==> src/rtl/player_controller.sv <==
// Tile-grid player movement and bomb request controller: paced movement ticks,
// map lookup handshake before each step, and edge-triggered bomb requests with cooldown.
module player_controller #(
  parameter int GRID_W        = 15,
  parameter int GRID_H        = 11,
  parameter int START_X       = 1,
  parameter int START_Y       = 1,
  parameter int STEP_CYCLES   = 5000000,
  parameter int BOMB_COOLDOWN = 25000000
) (
  input  logic       clock,
  input  logic       reset,
  input  logic       x_moving,
  input  logic       xdir,
  input  logic       y_moving,
  input  logic       ydir,
  input  logic       bomb,
  input  logic       alive,
  output logic       query_req,
  output logic [3:0] query_x,
  output logic [3:0] query_y,
  input  logic       query_ack,
  input  logic       query_blocked,
  output logic [3:0] pos_x,
  output logic [3:0] pos_y,
  output logic       moved,
  output logic       bomb_req
);

  localparam int SW = $clog2(STEP_CYCLES);
  localparam int CW = $clog2(BOMB_COOLDOWN + 1);
  localparam logic [SW-1:0] STEP_LAST = SW'(STEP_CYCLES - 1);
  localparam logic [CW-1:0] COOL_LOAD = CW'(BOMB_COOLDOWN - 1);
  localparam logic [4:0]    GW        = 5'(GRID_W);
  localparam logic [4:0]    GH        = 5'(GRID_H);

  typedef enum logic [1:0] {IDLE, QUERY, COMMIT} state_e;

  state_e        state_q, state_d;
  logic [SW-1:0] step_q, step_d;
  logic [3:0]    pos_x_q, pos_x_d, pos_y_q, pos_y_d;
  logic [3:0]    query_x_q, query_x_d, query_y_q, query_y_d;
  logic          query_req_q, query_req_d;
  logic          abort_q, abort_d;
  logic          bomb_prev_q, bomb_prev_d;
  logic          bomb_req_q, bomb_req_d;
  logic [CW-1:0] cool_q, cool_d;

  logic       tick;
  logic [4:0] tgt_x, tgt_y;
  logic       tgt_ok;
  logic       fire;

  assign tick = (step_q == STEP_LAST);

  // Targets are computed one bit wider so stepping past the right/bottom edge is detectable.
  always_comb begin
    tgt_x  = {1'b0, pos_x_q};
    tgt_y  = {1'b0, pos_y_q};
    tgt_ok = 1'b0;
    if (x_moving) begin
      if (xdir) begin
        tgt_x  = {1'b0, pos_x_q} + 5'd1;
        tgt_ok = (tgt_x < GW);
      end else begin
        tgt_x  = {1'b0, pos_x_q} - 5'd1;
        tgt_ok = (pos_x_q != 4'd0);
      end
    end else if (y_moving) begin
      if (ydir) begin
        tgt_y  = {1'b0, pos_y_q} + 5'd1;
        tgt_ok = (tgt_y < GH);
      end else begin
        tgt_y  = {1'b0, pos_y_q} - 5'd1;
        tgt_ok = (pos_y_q != 4'd0);
      end
    end
  end

  always_comb begin
    state_d     = state_q;
    step_d      = tick ? '0 : step_q + SW'(1);
    pos_x_d     = pos_x_q;
    pos_y_d     = pos_y_q;
    query_x_d   = query_x_q;
    query_y_d   = query_y_q;
    query_req_d = query_req_q;
    abort_d     = abort_q;
    case (state_q)
      IDLE: begin
        if (tick && alive && tgt_ok) begin
          state_d     = QUERY;
          query_req_d = 1'b1;
          query_x_d   = tgt_x[3:0];
          query_y_d   = tgt_y[3:0];
          abort_d     = 1'b0;
        end
      end
      QUERY: begin
        // A death at any point during the lookup cancels the move once the ack arrives.
        if (!alive) abort_d = 1'b1;
        if (query_ack) begin
          query_req_d = 1'b0;
          if (!query_blocked && alive && !abort_q) state_d = COMMIT;
          else                                    state_d = IDLE;
        end
      end
      COMMIT: begin
        pos_x_d = query_x_q;
        pos_y_d = query_y_q;
        state_d = IDLE;
      end
      default: state_d = IDLE;
    endcase
  end

  always_comb begin
    bomb_prev_d = bomb;
    fire        = bomb && !bomb_prev_q && alive && (cool_q == '0);
    bomb_req_d  = fire;
    if (fire)              cool_d = COOL_LOAD;
    else if (cool_q != '0) cool_d = cool_q - CW'(1);
    else                   cool_d = cool_q;
  end

  always_ff @(posedge clock or posedge reset) begin
    if (reset) begin
      state_q     <= IDLE;
      step_q      <= '0;
      pos_x_q     <= 4'(START_X);
      pos_y_q     <= 4'(START_Y);
      query_x_q   <= '0;
      query_y_q   <= '0;
      query_req_q <= 1'b0;
      abort_q     <= 1'b0;
      bomb_prev_q <= 1'b0;
      bomb_req_q  <= 1'b0;
      cool_q      <= '0;
    end else begin
      state_q     <= state_d;
      step_q      <= step_d;
      pos_x_q     <= pos_x_d;
      pos_y_q     <= pos_y_d;
      query_x_q   <= query_x_d;
      query_y_q   <= query_y_d;
      query_req_q <= query_req_d;
      abort_q     <= abort_d;
      bomb_prev_q <= bomb_prev_d;
      bomb_req_q  <= bomb_req_d;
      cool_q      <= cool_d;
    end
  end

  // pos only updates at the end of COMMIT, so a coincident bomb_req sees the pre-move tile.
  assign moved     = (state_q == COMMIT);
  assign query_req = query_req_q;
  assign query_x   = query_x_q;
  assign query_y   = query_y_q;
  assign pos_x     = pos_x_q;
  assign pos_y     = pos_y_q;
  assign bomb_req  = bomb_req_q;

endmodule

==> config.mk <==
export PLATFORM = sky130hd
export DESIGN_NAME = player_controller
export DESIGN_NICKNAME = d
export VERILOG_FILES = /design/src/rtl/player_controller.sv
export SDC_FILE = /design/constraint.sdc
export NUM_CORES = 1
export LEC_CHECK = 0
export BUFFER_PORTS_ARGS = -buffer_cell sky130_fd_sc_hd__buf_2
export CORE_MARGIN = 3
export CORE_UTILIZATION = 59
export DETAILED_ROUTE_END_ITERATION = 7
export PLACE_DENSITY_LB_ADDON = 0.05
export SKIP_LAST_GASP = 1
export SLEW_MARGIN = 30
export SYNTH_ARGS = -nofsm -noshare
export SYNTH_HDL_FRONTEND = slang
export SYNTH_SLANG_ARGS = --single-unit
==> constraint.sdc <==
create_clock -name clock -period 2.8 [get_ports clock]
set_clock_uncertainty 0.1 [all_clocks]
set_input_delay 0.56 -clock clock [delete_from_list [all_inputs] [get_ports clock]]
set_output_delay 0.56 -clock clock [all_outputs]
set_load 0.005 [all_outputs]
* Word-level counts from Yosys, hierarchy flattened *
Index checks and enable logic that the tools add are counted.

operators by class
  add/sub/neg operators = 6
  order comparisons = 2
  equal/unequal tests = 6
  mux-type cells = 22
  reduce and logical (&&, ||, !) cells = 21

operators by type and width
  kind                                                                  count
  25-bit two-way mux                                                    2
  25-bit logical NOT                                                    1
  25-bit nonzero test                                                   1
  25-bit by 1-bit subtractor with 25-bit output, second input constant  1
  23-bit by 1-bit adder with 23-bit output, second input constant       1
  23-bit == test, second input constant                                 1
  23-bit two-way mux                                                    1
  4-bit two-way mux                                                     5
  4-bit by 1-bit adder with 5-bit output, second input constant         2
  5-bit by 4-bit < comparator with 1-bit output, second input constant  2
  1-bit two-way mux                                                     8
  4-bit nonzero test                                                    2
  4-bit by 1-bit subtractor with 4-bit output, second input constant    2
  1-bit logical AND                                                     7
  2-bit two-way mux                                                     3
  2-bit inequality test, second input constant                          3
  3-bit AND reduction                                                   2
  1-bit case mux with 2 select lines                                    2
  2-bit case mux with 2 select lines                                    1
  2-bit AND reduction                                                   2
  2-bit nonzero test                                                    2
  1-bit logical NOT                                                     3
  2-bit by 1-bit == test with 1-bit output, second input constant       1
  2-bit == test, second input constant                                  1
  2-bit logical NOT                                                     1

storage, ports and cells
  register bits = 70

* Logic depth before layout (Yosys ltp) *
Gate-level depths: netlist (run 1).

  depth in word-level cells = 8
  gate-level depth with buffers = 8

* Worst setup path after synthesis (run 1) *
OpenSTA, ideal clock, no wires.

  path kind = register -> register
  start = register cool_q[13]
  end = register cool_q[17]
  arrival time = 2.331 ns
  path slack = 0.289 ns
  clock period less this slack = 2.511 ns
  cell stages (with the launch flop) = 8
  required time = 2.620 ns
  cells stage by stage = dfrtp_1 > or4_4 > or4_4 > buf_6 > or4_4 > buf_6 > nand4_1 > xnor2_1

on the way
  word-level cells in the longest chain between the ends = 3
  elaborated cells between the ends (all ways) = 7
  classes of those cells = 1 x add/sub; 2 x mux; 4 x reduce/logical

RTL lines
  what                                                                                 RTL line  RTL
  start, declared                                                                      47        logic [CW-1:0] cool_q, cool_d;
  start signal, assigned                                                               150       cool_q <= cool_d;
  25-bit by 1-bit subtractor with 25-bit output or 25-bit logical NOT (tied branches)  122, 119
  25-bit two-way mux or 1-bit logical AND (tied branches)                              122, 119
  25-bit two-way mux or 2-bit nonzero test (tied branches)                             n/a

Parallel ways exist; a longest one is shown, timed or not. The select of a mux whose other input is x is not followed.
A chain may end at the register's enable or synchronous reset.

* Worst setup path in the final report (run 1) *
  start = register cool_q[13]
  end = register cool_q[8]

on the way
  word-level cells in the longest chain between the ends = 3
  elaborated cells between the ends (all ways) = 5
  classes of those cells = 1 x mux; 4 x reduce/logical

RTL lines
  what                                                      RTL line  RTL
  25-bit logical NOT                                        119       fire = bomb && !bomb_prev_q && alive && (cool_q == '0);
  1-bit logical AND                                         119
  25-bit two-way mux or 2-bit nonzero test (tied branches)  n/a

Parallel ways exist; a longest one is shown, timed or not.

==> run metrics, run 1 <==
Crit. End Element register; port bufs 28; Clock Pin Slew Worst Setup and Hold Paths 0.07 ns; crit path DAT 2.70 ns; cells after synthesis 328; type of origin of the critical path register; fillers 443; commonest non-fill, non-tap cells in the layout dfrtp_1 (68), buf_2 (28), xnor2_1 (23), nand2_1 (23), nor2_1 (22); FF+latch area 1750 um2; power per cell area 581 nW/um2; syn nets 344; Wirelength per Cell 15.0 um; Max Cap Viol 0; number of synthesized register bits 70; FP Rows 27; Setup violations, final 0; Num CTS Buffers 9; die area 6830 um2; vias in the first global route 2432; Worst Path Max Fanout 11; top cells by area, synth dfrtp_1 (49%), xnor2_1 (5.8%), xor2_1 (5.1%); final std cells w/o fill 448; clock tree from TritonCTS yes; share of the synthesized area in the top cell type 49.1%; worst hold path type in2async; CTS max path bufs 2; Worst Path Class, Setup reg2reg; first-pass GRT wire length 11500 um; VDD IR max 0.395 mV; Fin. Hold Viols 0; largest net degree at the start of global routing 41; Multi-input gate area 1640 um2; Critical Path RT 2.95 ns; n_diodes 0; initial antenna violation count 0; Synth area leader dfrtp_1; All-Layer GR Usage 22.2%; mapped cell area 3470 um2; hold slack 0.223 ns; post-route cell area 4000 um2; total power 2.32 mW; status finished clean; Final WS setup 0.254 ns; drt pass-1 iters 4; fmax 393 MHz; Most used DFF post-synth dfrtp_1; R2R cell count 5; H-tree Lvls 3; register area share after synthesis 50.6%; hold_buf cts 0; DR iter-0 viols 123; share of cells above drive strength 1 21.8%; setup tns final 0 ns; core area 5610 um2; Area Overhead vs Synth 15.4%; number of setup buffers added after CTS 0; Nets 387; dpl cells 432; Die W 82.7 um; worst-skew pair later-pin latency 0.33 ns; final WL 6720 um; pre-CTS setup slack 0.269 ns; Pins Over Slew Limit 0; die height 82.7 um; Placed Area 3760 um2; Slew @ Worst Pin 0.662 ns; Antenna Nets Post-Route 0; asr flop ratio synth 100%; number of gates resized after cts 0; Synth cell types 46; I/O pins 29; total via count in the routed design 2578; Vias/cell 5.75; clk root buf clkbuf_8; crit path time final 2.55 ns; Synth Area per Inst 10.6 um2; final worst-path cycle share 90.9%; P_leak 1.84 nW; final core occ 71.4%; starting density of the core 61.8%; most common cell after layout, fill and taps aside dfrtp_1; Post-DP HPWL 4740 um; DR DRC count 0; RSZ-0062 raised after global routing no; gr ovfl total 0; Post-synth EDFFs 0; RD Place Congestion 0.819; Slew HR 55.8%; warnings from Yosys 0; CTS Sinks 70
[flip-flops by register name (all words and copies together) (netlist names)]
register     cells
pos_y            4
step_q          23
cool_q          25
query_y          4
state_q          2
bomb_prev_q      1
query_req        1
bomb_req         1
abort_q          1
pos_x            4
query_x          4
[power breakdown]
group,internal [mW],switching (mW)
Combinational,0.0961,0.0938
Sequential,1.09,0.0883
Clock,0.587,0.373
Total,1.77,0.555
[cells in the mapped netlist, types with 2 or more instances]
cell type and instances:
a211oi_1 4, a21oi_1 6, and3_1 5, buf_6 2, clkbuf_1 7, dfrtp_1 68
dfstp_2 2, ha_1 6, inv_1 9, mux2_2 12, nand2_1 23, nand2b_1 4
nand3_1 18, nand3b_1 4, nand4_1 13, nor2_1 22, nor2b_1 5, nor3_1 11
nor3b_1 4, nor4_1 11, nor4_2 2, nor4b_1 3, o21ai_0 15, o41ai_1 2
or3_1 3, or4_1 4, or4_4 3, xnor2_1 23, xor2_1 20
[logic make-up (layout without fill, tap and decap cells)]
| logic type | after synthesis | in the layout | synth area share, % |
|---|---|---|---|
| compound gates | 35 | 35 | 6.24 |
| xor+xnor | 43 | 43 | 10.9 |
| fa+ha+maj | 6 | 6 | 2.17 |
| buf+inv | 18 | 66 | 2.38 |
| flops | 70 | 70 | 50.6 |
| mux | 13 | 13 | 4.19 |
| simple gates | 143 | 143 | 23.6 |
[cell type report]
class                   count  area share [%]
clock buffers               9            3.10
well taps                  72            2.25
multi-input cells         240            40.9
flip-flops and latches     70            43.8
clock inverters             7            2.81
inverters                   9           0.844
repair buffers             41            6.25
[per-layer routing]
metal / track usage (%) / part of all wire, %
met1: 30.5 / 50
met2: 35.2 / 45
met5: 0 / 0
met3: 3.69 / 3.7
met4: 8.50 / 0.98
[final timing paths]
path,start,end,slack (ns)
max,cool_q[13]$_DFFE_PP0P_,cool_q[8]$_DFFE_PP0P_,0.25
min,reset,cool_q[18]$_DFFE_PP0P_,0.22
max reg2reg,cool_q[13]$_DFFE_PP0P_,cool_q[8]$_DFFE_PP0P_,0.25
min reg2reg,cool_q[23]$_DFFE_PP0P_,cool_q[23]$_DFFE_PP0P_,0.37
max in group asynchronous,reset,pos_y[0]$_DFFE_PP1P_,1.68
min in group clock,bomb,bomb_prev_q$_DFF_PP0_,0.25
[worst max-delay path, cell delays in order, from the launching register on]
cell      delay (ns)
dfrtp_1         0.42
or4_4           0.57
or4_4           0.50
or4_4           0.60
nand4b_1        0.16
xnor2_1         0.12
No activity file was read; power rests on OpenSTA's default activity.
==> run 2, diff against run 1 <==
--- a/config.mk
+++ b/config.mk
@@ -7,7 +7,7 @@
 export LEC_CHECK = 0
 export BUFFER_PORTS_ARGS = -buffer_cell sky130_fd_sc_hd__buf_2
 export CORE_MARGIN = 3
-export CORE_UTILIZATION = 59
+export CORE_UTILIZATION = 54
 export DETAILED_ROUTE_END_ITERATION = 7
 export PLACE_DENSITY_LB_ADDON = 0.05
 export SKIP_LAST_GASP = 1
==> constraint.sdc (replaced) <==
create_clock -name clock -period 2.2 [get_ports clock]
set_clock_uncertainty 0.1 [all_clocks]
set_input_delay 0.44 -clock clock [delete_from_list [all_inputs] [get_ports clock]]
set_output_delay 0.44 -clock clock [all_outputs]
set_load 0.005 [all_outputs]
==> run metrics, run 2 (same netlist as run 1, synthesis figures left out) <==
status finished, violations left; violated checks negative setup slack; max reg flops 25; FF-to-FF End cool_q[24]$_DFFE_PP0P_; die height 86.1 um; Reg power frac 47.5%; Die W 86.1 um; fmax 399 MHz; NetSw 0.743 mW; I/O pins 29; Vias/cell 5.74; sw frac 23.9%; vias in the first global route 2770; Most common cell on crit path or4_4; final core occ 75.8%; FF-to-FF setup slack -0.31 ns; VDD IR max 0.555 mV; CTS Sinks 70; Max Cap Viol 0; H-tree Lvls 3; Antenna Nets Post-Route 0; clock share of power 40.5%; Area Overhead vs Synth 32.6%; crit path time final 2.51 ns; Largest Register cool_q; RSZ-0062 raised after global routing yes; Setup violations, final 26; type of origin of the critical path register; total power 3.11 mW; DR iter-0 viols 125; final WL 7980 um; commonest non-fill, non-tap cells in the layout dfrtp_1 (67), buf_4 (51), buf_2 (28), xnor2_1 (22), nand2_1 (22); initial antenna violation count 0; total via count in the routed design 2863; clock tree from TritonCTS yes; most common cell after layout, fill and taps aside dfrtp_1; largest net degree at the start of global routing 29; n_diodes 0; Critical Path Source cool_q[16]$_DFFE_PP0P_; starting density of the core 57.2%; R2R cell count 6; crit path cell chain or4_4 -> buf_4 -> or4_4 -> or2_4 -> or4_4 -> nand2_2; P_leak 2.18 nW; core area 6060 um2; internal power 2.37 mW; CP max stage cell or4_4; final worst-path cycle share 114%; RD Place Congestion 0.892; port bufs 28; Slew @ Worst Pin 0.637 ns; All-Layer GR Usage 22.5%; share of cells above drive strength 1 36.3%; drt pass-1 iters 4; hold_buf cts 0; worst hold path type in2async; Num CTS Buffers 9; Worst Path Class, Setup reg2reg; CTS max path bufs 2; crit-path max cell delay 0.56 ns; RR Startpoint cool_q[16]$_DFFE_PP0P_; Crit. End Element register; FP Rows 28; Pins Over Slew Limit 0; combinational share of power 11.9%; die area 7420 um2; Slew HR 57.5%; worst-skew pair later-pin latency 0.35 ns; clk root buf clkbuf_8; final std cells w/o fill 499; Wirelength per Cell 16.0 um; Post-DP HPWL 5300 um; Worst Path Max Fanout 4; crit path DAT 2.70 ns; DR DRC count 0; Nets 435; dpl cells 470; Final WS setup -0.306 ns; Critical Path RT 2.39 ns; power per cell area 677 nW/um2; Fin. Hold Viols 0; fillers 425; largest registers cool_q x25, step_q x23; Clock Pin Slew Worst Setup and Hold Paths 0.08 ns; first-pass GRT wire length 13000 um; gr ovfl total 0
run 2: routing by layer:
| layer | global-route usage [%] | vias up | part of all wire (%) |
|---|---|---|---|
| met5 | 0 | - | 0 |
| met4 | 8.78 | 0 | 1.8 |
| met3 | 3.75 | 17 | 3.8 |
| met2 | 33.4 | 64 | 45 |
| met1 | 33.0 | 1414 | 49 |
| li1 | - | 1368 | - |
run 2: power by group through the flow:
stage	Clock, mW	Sequential, mW	Combinational [mW]
5_1_grt	1.35	1.49	0.409
3_3_place_gp	0	1.49	0.320
4_1_cts	1.29	1.48	0.346
3_5_place_dp	0	1.50	0.330
2_1_floorplan	0	1.49	0.183
6_report	1.26	1.48	0.372
run 2: critical path, delay by kind of cell (launching register included):
kind / cells / cell delay, ns
buffers and inverters: 1 / 0.15
and+or+nand+nor: 5 / 1.81
DFF: 1 / 0.39
run 2: layout make-up:
class	instances	area (um2)	share of cell area (%)
clock buffer	14	193	4.19
inverter	9	37.5	0.817
clock inverter	2	60.1	1.31
tap	75	93.8	2.04
sequential	70	1760	38.2
timing repair buffer	87	631	13.7
multi-input combinational	242	1830	39.7
run 2: worst max path at each step:
stage	endpoint	depth (start not counted)
final	cool_q[24]$_DFFE_PP0P_	6
after global routing	cool_q[16]$_DFFE_PP0P_	8
after CTS	cool_q[17]$_DFFE_PP0P_	5
after detailed placement	cool_q[8]$_DFFE_PP0P_	5
after global placement	cool_q[8]$_DFFE_PP0P_	5
after floorplan	cool_q[17]$_DFFE_PP0P_	7
run 2: timing repair:
item | in CTS | in global routing
hold endpoints to repair | 0 | 0
setup buffers | 3 | 8
cloned | 2 | 0
pin swaps | 9 | 12
setup endpoints to repair | 32 | 36
gates resized for setup | 20 | 22
run 2: stage by stage:
stage | area, um2 | hold WS, ns | worst slack [ns] | TNS, ns
CTS | 4430 | 0.0791 | -0.256 | -2.89
global placement | 4050 | 0.348 | -0.211 | -2.75
finish | 4600 | 0.0702 | -0.306 | -5.33
global route | 4600 | 0.109 | -0.334 | -6.60
detailed placement | 4050 | 0.347 | -0.251 | -3.72
floorplan | 3480 | 0.311 | -0.279 | -4.04
